$ cat src/rtl/channel_combinator_pkg.sv
// Shared types and helpers for the channel combinator: FSM state encoding,
// unity-gain constant and a generic signed saturation helper.
package channel_combinator_pkg;

    typedef enum logic {
        IDLE = 1'b0,
        FADE = 1'b1
    } state_t;

    // Fraction bits carried by the optional per-channel DC estimator.
    localparam int DC_FRAC = 10;

    function automatic int unity_gain(input int gain_frac);
        return 1 << gain_frac;
    endfunction

    function automatic logic signed [63:0] sat(input logic signed [63:0] v,
                                               input int width);
        logic signed [63:0] hi;
        logic signed [63:0] lo;
        hi = (64'sd1 <<< (width - 1)) - 64'sd1;
        lo = -hi - 64'sd1;
        if (v > hi) begin
            return hi;
        end else if (v < lo) begin
            return lo;
        end
        return v;
    endfunction

endpackage

$ cat src/rtl/channel_corrector.sv
// Per-channel offset/gain correction with saturation and local gain/offset registers.
// Define OFFSET_TRACK_EN to add a DC estimator that is folded into the offset.
module channel_corrector
    import channel_combinator_pkg::*;
#(
    parameter int DATA_W    = 11,
    parameter int GAIN_W    = 12,
    parameter int GAIN_FRAC = 10
)(
    input  logic                     clk_i,
    input  logic                     rst_n_i,
`ifdef OFFSET_TRACK_EN
    input  logic                     enable_i,
`endif
    input  logic                     cfg_we_i,
    input  logic [GAIN_W-1:0]        cfg_gain_i,
    input  logic signed [DATA_W-1:0] cfg_ofs_i,
    input  logic signed [DATA_W-1:0] sample_i,
    output logic signed [DATA_W-1:0] corr_o
);

    logic [GAIN_W-1:0]        gain_q;
    logic signed [DATA_W-1:0] ofs_q;

    always_ff @(posedge clk_i) begin
        if (!rst_n_i) begin
            gain_q <= GAIN_W'(unity_gain(GAIN_FRAC));
            ofs_q  <= '0;
        end else if (cfg_we_i) begin
            gain_q <= cfg_gain_i;
            ofs_q  <= cfg_ofs_i;
        end
    end

`ifdef OFFSET_TRACK_EN
    // Two guard bits keep (x<<10 - dc) from overflowing at full-scale swings.
    localparam int DC_W  = DATA_W + DC_FRAC + 2;
    localparam int OFS_W = DATA_W + 2;

    logic signed [DC_W-1:0]  dc_q;
    logic signed [DC_W-1:0]  dc_d;
    logic signed [DC_W-1:0]  dc_err;
    logic signed [OFS_W-1:0] ofs_eff;

    always_comb begin
        dc_err  = (DC_W'(sample_i) <<< DC_FRAC) - dc_q;
        dc_d    = dc_q + (dc_err >>> DC_FRAC);
        ofs_eff = OFS_W'(ofs_q) + OFS_W'(dc_q >>> DC_FRAC);
    end

    always_ff @(posedge clk_i) begin
        if (!rst_n_i) begin
            dc_q <= '0;
        end else if (enable_i) begin
            dc_q <= dc_d;
        end
    end
`else
    localparam int OFS_W = DATA_W;

    logic signed [OFS_W-1:0] ofs_eff;

    assign ofs_eff = ofs_q;
`endif

    localparam int DIFF_W = OFS_W + 1;
    localparam int PROD_W = DIFF_W + GAIN_W + 1;

    logic signed [DIFF_W-1:0] diff;
    logic signed [PROD_W-1:0] prod;
    logic signed [PROD_W-1:0] shifted;

    always_comb begin
        diff    = DIFF_W'(sample_i) - DIFF_W'(ofs_eff);
        prod    = PROD_W'(diff) * PROD_W'($signed({1'b0, gain_q}));
        shifted = prod >>> GAIN_FRAC;
        corr_o  = DATA_W'(sat(64'(shifted), DATA_W));
    end

endmodule

$ cat src/rtl/channel_combinator_v3.sv
// N-channel combinator: per-channel correction, then a linear crossfade on channel change.
// Optional OFFSET_TRACK_EN enables per-channel DC tracking inside the correctors.
//
// state | meaning
// IDLE  | output follows the active channel; a new valid select starts a fade
// FADE  | mixing active->target, k steps 1..L; at k==L target becomes active
module channel_combinator_v3
    import channel_combinator_pkg::*;
#(
    parameter int N_CH       = 4,
    parameter int DATA_W     = 11,
    parameter int GAIN_W     = 12,
    parameter int GAIN_FRAC  = 10,
    parameter int XFADE_LOG2 = 3,
    localparam int SEL_W     = (N_CH > 1) ? $clog2(N_CH) : 1
)(
    input  logic                        clk,
    input  logic                        reset,
    input  logic                        enable_3M,
    input  logic [SEL_W-1:0]            select,
    input  logic [N_CH-1:0][DATA_W-1:0] data_in,
    input  logic                        cfg_we,
    input  logic [SEL_W-1:0]            cfg_ch,
    input  logic [GAIN_W-1:0]           cfg_gain,
    input  logic signed [DATA_W-1:0]    cfg_ofs,
    output logic signed [DATA_W-1:0]    data_output,
    output logic                        data_valid,
    output logic                        fading
);

    localparam int               KW     = XFADE_LOG2 + 1;
    localparam int               MIX_W  = DATA_W + XFADE_LOG2 + 2;
    localparam logic [KW-1:0]    L_K    = KW'(1 << XFADE_LOG2);
    localparam logic [SEL_W:0]   N_CH_K = (SEL_W + 1)'(N_CH);

    logic signed [DATA_W-1:0] corr [N_CH];

    for (genvar g = 0; g < N_CH; g++) begin : g_ch
        channel_corrector #(
            .DATA_W    (DATA_W),
            .GAIN_W    (GAIN_W),
            .GAIN_FRAC (GAIN_FRAC)
        ) u_corr (
            .clk_i      (clk),
            .rst_n_i    (reset),
`ifdef OFFSET_TRACK_EN
            .enable_i   (enable_3M),
`endif
            .cfg_we_i   (cfg_we && (cfg_ch == SEL_W'(g))),
            .cfg_gain_i (cfg_gain),
            .cfg_ofs_i  (cfg_ofs),
            .sample_i   ($signed(data_in[g])),
            .corr_o     (corr[g])
        );
    end

    state_t           state_q, state_d;
    logic [SEL_W-1:0] active_q, active_d;
    logic [SEL_W-1:0] target_q, target_d;
    logic [KW-1:0]    k_q, k_d;
    logic [KW-1:0]    k_mix;
    logic [SEL_W-1:0] sel_b;
    logic             sel_ok;

    assign sel_ok = ({1'b0, select} < N_CH_K);

    always_comb begin
        state_d  = state_q;
        active_d = active_q;
        target_d = target_q;
        k_d      = k_q;
        k_mix    = '0;
        sel_b    = target_q;
        if (enable_3M) begin
            case (state_q)
                IDLE: begin
                    // The triggering sample itself is mixed with k=0 (pure active).
                    if (sel_ok && (select != active_q)) begin
                        target_d = select;
                        sel_b    = select;
                        k_d      = KW'(1);
                        state_d  = FADE;
                    end
                end
                FADE: begin
                    k_mix = k_q;
                    if (k_q == L_K) begin
                        active_d = target_q;
                        k_d      = '0;
                        state_d  = IDLE;
                    end else begin
                        k_d = k_q + KW'(1);
                    end
                end
                default: state_d = IDLE;
            endcase
        end
    end

    always_ff @(posedge clk) begin
        if (!reset) begin
            state_q  <= IDLE;
            active_q <= '0;
            target_q <= '0;
            k_q      <= '0;
        end else begin
            state_q  <= state_d;
            active_q <= active_d;
            target_q <= target_d;
            k_q      <= k_d;
        end
    end

    assign fading = (state_q == FADE);

    logic signed [DATA_W-1:0] a_q, b_q;
    logic [KW-1:0]            kmix_q;
    logic                     s1_valid_q;

    always_ff @(posedge clk) begin
        if (!reset) begin
            a_q        <= '0;
            b_q        <= '0;
            kmix_q     <= '0;
            s1_valid_q <= 1'b0;
        end else begin
            s1_valid_q <= enable_3M;
            if (enable_3M) begin
                a_q    <= corr[active_q];
                b_q    <= corr[sel_b];
                kmix_q <= k_mix;
            end
        end
    end

    logic [KW-1:0]            w_a;
    logic signed [MIX_W-1:0]  mix_sum;
    logic signed [DATA_W-1:0] mix_y;

    always_comb begin
        w_a     = L_K - kmix_q;
        mix_sum = MIX_W'(a_q) * MIX_W'($signed({1'b0, w_a}))
                + MIX_W'(b_q) * MIX_W'($signed({1'b0, kmix_q}));
        mix_y   = DATA_W'(mix_sum >>> XFADE_LOG2);
    end

    always_ff @(posedge clk) begin
        if (!reset) begin
            data_output <= '0;
            data_valid  <= 1'b0;
        end else begin
            data_valid <= s1_valid_q;
            if (s1_valid_q) begin
                data_output <= mix_y;
            end
        end
    end

endmodule

$ cat config.mk
export PLATFORM = sky130hd
export DESIGN_NAME = channel_combinator_v3
export DESIGN_NICKNAME = d
export VERILOG_FILES = /design/src/rtl/channel_combinator_pkg.sv /design/src/rtl/channel_corrector.sv /design/src/rtl/channel_combinator_v3.sv
export SDC_FILE = /design/constraint.sdc
export NUM_CORES = 2
export LEC_CHECK = 0
export BUFFER_PORTS_ARGS = -buffer_cell sky130_fd_sc_hd__buf_2
export CAP_MARGIN = 20
export CORE_UTILIZATION = 29
export CTS_BUF_LIST = sky130_fd_sc_hd__clkbuf_16
export DETAILED_ROUTE_END_ITERATION = 16
export PLACE_DENSITY_LB_ADDON = 0.1
export SYNTH_ARGS = -nofsm -noshare
export SYNTH_HDL_FRONTEND = slang
export SYNTH_SLANG_ARGS = --single-unit
$ cat constraint.sdc
create_clock -name clk -period 9.4 [get_ports clk]
set_input_delay 0.47 -clock clk [delete_from_list [all_inputs] [get_ports clk]]
set_output_delay 0.47 -clock clk [all_outputs]
set_load 0.01 [all_outputs]
==> flow_summary.toml <==
[status]
outcome = "complete, no violations"

[final_layout]
final_layout_size_suffix_gt1_frac = 0.05923
fin_nets = 4480
fin_area_um2 = 32350
diodes = 0
nFillCells = 11200
post-route-util = 0.3175
finalNonFillerCells = 4947
syn2layout_area_growth_pct = 8.506

[global_routing]
grt-ovfl-total = 0
grt_pass1_vias = 24720
antenna_found_initial = 3
track_usage = 0.1852
grt_max_degree = 76
grt_pass1_wl_mm = 147.5

[routing]
wl_met1_mm = 44.00
drt-pass1-iter-count = 5
vias_per_cell = 4.671
vias = 23110
wl_met3_mm = 3.184
drc = 0
top_layer = "met5"
wl_per_cell_um = 18.51
drtIter0Drc = 1163
routed_wl_mm = 91.58
antenna_left = 0
wl_met2_mm = 43.09

[clock_network]
root_buffer = "clkbuf_16"
cts.path.max_buffers = 2
cts_tree = "built"
post_cts_buffers = 0
cts_inserted_buffers = 17
clock_sinks = 140
hold_buffers = 0
cts_resized = 0
clk_pin_slew_ns = 0.07
clk_latency_ns = 0.49
htreeDepth = 4

[setup_path]
path_buf_inv = 5
critPathMostFrequentCell = "fa_1"
crit_family = "adder cells"
slowest_delay_ns = 0.51
end_kind = "flip-flop"
crit_type = "flip-flop to flip-flop"
critical_path_arrival_ns = 9.00
reg2reg_depth = 33
cp-startpoint = "g_ch[2].u_corr.ofs_eff[0]"
critical_path_peak_fanout = 12
crit_required_ns = 9.82
crit_cells = 33
rr_startpoint = "g_ch[2].u_corr.ofs_eff[0]"
slowest_stage = "fa_1"
crit_path_start_kind = "flip-flop"

[sta]
skew_ns = 0.01300
min_period_over_period = 0.9125
fin_setup_tns_ns = 0
rsz0062_at_grt = "no"
fmax_ghz = 0.1166
tightest_slew_ns = 1.092
drv_slew = 0
finalCriticalPeriod_ns = 8.578
final_hold_viol_count = 0
slew_headroom = 0.2671
setup_viol = 0

[min_path]
holdCritPathClass = "input port to flip-flop"
min_from = "cfg_gain[3]"
min_path_cells = 3

[die]
core_region_area_um2 = 101900
rows = 117
dieArea_um2 = 104100
io_pins = 88
die_x_um = 322.7
die_h_um = 322.7
initial_utilization = 0.2926

[logic_synthesis]
synthDistinctLibCells = 89
synth.avg_cell_area_um2 = 8.348
synth_edf_count = 0
ys_ff_latch = 140
async_flop_share = 0
postSynthCellCount = 3572
ys.flop_type = "dfxtp_1"
synth-warning-count = 0
synth_nets = 4486
ys_seq_area_frac = 0.09400
syn_area_um2 = 29820

[placed_design]
place_congestion = 0.8461
placed_cell_area_um2 = 31730
dp_cells = 4913
hpwl_mm = 75.18
numPortBuffers = 87

[pwr]
combPwrFrac = 0.675
sw_frac_of_total = 0.5195
clockPowerShare = 0.161
power_density_nw_per_um2 = 141.3
netSwitchingPower_w = 0.002375
pwr-share-seq = 0.164
ir_drop_mv = 0.1504
p_int_w = 0.002197
leakage_nw = 15.74

[job]
maxCapViolations = 0
## worst reg2reg max path: cells and delay by family, from the launching register on
| family | cells | cell delay [ns] |
|---|---|---|
| adder cells (fa/ha/maj) | 8 | 3.33 |
| AO/OA/AOI/OAI | 14 | 2.85 |
| AND/OR/NAND/NOR | 4 | 1.26 |
| flip-flops | 1 | 0.43 |
| XOR/XNOR | 1 | 0.29 |
| buffers and inverters | 5 | 0.24 |
| multiplexers | 1 | 0.14 |
## sequential cells by signal, summed over array words and instances, names as in the netlist, 4 cells and up
signal / flops
k_q: 4
b_q: 11
data_output: 11
kmix_q: 4
a_q: 11
g_ch.u_corr.gain_q: 48
g_ch.u_corr.ofs_eff: 44
## synthesized netlist by cell type, types with 3 or more instances
library cell | instances | area (um^2)
a311oi_1 | 3 | 26.28
o21ai_1 | 5 | 25.02
a211oi_1 | 10 | 75.07
a221oi_1 | 21 | 183.9
nor2b_1 | 28 | 175.2
or2_2 | 8 | 50.05
ha_1 | 380 | 4755
a211o_1 | 8 | 70.07
nor3_1 | 39 | 195.2
buf_2 | 4 | 20.02
o21ai_0 | 90 | 450.4
clkbuf_1 | 157 | 589.3
a21boi_0 | 109 | 818.3
and3_1 | 42 | 262.8
or3_1 | 31 | 193.9
mux2i_1 | 10 | 100.1
o31ai_1 | 6 | 45.04
nand3b_1 | 4 | 30.03
fa_1 | 459 | 9189
a31oi_1 | 12 | 75.07
o211ai_1 | 8 | 60.06
o21a_1 | 19 | 142.6
dfxtp_1 | 140 | 2803
and2_1 | 190 | 1189
or2_1 | 4 | 25.02
o22ai_1 | 5 | 31.28
nand2b_1 | 51 | 319.1
inv_1 | 692 | 2597
nor2_2 | 3 | 18.77
xnor2_1 | 70 | 613.1
xor2_1 | 37 | 324.1
o211a_1 | 6 | 60.06
a21o_1 | 25 | 187.7
o21bai_1 | 12 | 90.09
a21oi_1 | 67 | 335.3
nand2_1 | 601 | 2256
nand3_1 | 60 | 300.3
nor4b_1 | 6 | 52.55
nor2_1 | 73 | 274.0
a221o_1 | 9 | 90.09
## metrics by stage
stage          setup slack, ns  hold WS [ns]  total power [W]
6_report                0.8223        0.3116         0.004572
5_1_grt                0.01697        0.2930         0.005045
4_1_cts                 0.7460        0.2661         0.004635
3_5_place_dp            0.5804        0.4595         0.003853
3_3_place_gp            0.5652        0.4544         0.003901
2_1_floorplan            1.621        0.4403         0.002862
## cells in the final DEF (no fill, tap or decap), types with 25 or more instances in the layout
| cell type | n |
|---|---|
| a21boi_0 | 109 |
| a21o_1 | 25 |
| a21oi_1 | 67 |
| and2_1 | 190 |
| and3_1 | 42 |
| buf_2 | 86 |
| buf_4 | 52 |
| dfxtp_1 | 140 |
| fa_1 | 459 |
| ha_1 | 380 |
| inv_1 | 692 |
| nand2_1 | 601 |
| nand2b_1 | 51 |
| nand3_1 | 60 |
| nor2_1 | 73 |
| nor2b_1 | 28 |
| nor3_1 | 39 |
| o21ai_0 | 90 |
| or3_1 | 31 |
| xnor2_1 | 69 |
| xor2_1 | 37 |
## cell type report
cell class	instances	area [um^2]	share of cell area
Multi-Input combinational cell	2576	23800	0.7357
Sequential cell	140	2803	0.08663
Inverter	692	2597	0.08028
Tap cell	1368	1712	0.05290
Timing Repair Buffer	139	845.8	0.02614
Clock buffer	17	425.4	0.01315
Clock inverter	15	168.9	0.005221
## power groups by stage
stage                     combinational [W]  sequential (W)  clock (W)
after floorplan                     0.00217        0.000692          0
after global placement              0.00313        0.000770          0
after detailed placement            0.00309        0.000767          0
after CTS                           0.00312        0.000754   0.000759
after global routing                0.00351        0.000760   0.000776
final                               0.00309        0.000749   0.000736
## cells by family (layout without fill, tap and decap cells)
family	Yosys count	count (layout)	synth area share
muxes	13	13	0.005245
AOI/OAI and AO/OA	456	456	0.1085
adders and majority gates	839	839	0.4676
xor gates and xnor gates	107	107	0.03143
DFF	140	140	0.09400
buffers and inverters	856	863	0.1082
and+or+nand+nor	1161	1161	0.1851
## metal layers
| metal | vias to the layer above | GRT usage |
|---|---|---|
| li1 | 11170 | - |
| met1 | 11550 | 0.2576 |
| met2 | 327 | 0.3089 |
| met3 | 56 | 0.02041 |
| met4 | 2 | 0.03665 |
| met5 | - | 0 |
## worst paths after layout
| path | slack [ns] | endpoint |
|---|---|---|
| worst max register to register | 0.82 | a_q[7] |
| worst max-delay path | 0.82 | a_q[7] |
| worst min register to register | 0.47 | active_q[0] |
| worst min-delay path | 0.31 | g_ch[0].u_corr.gain_q[3] |
Note: power is estimated with default switching activity, not from simulation.
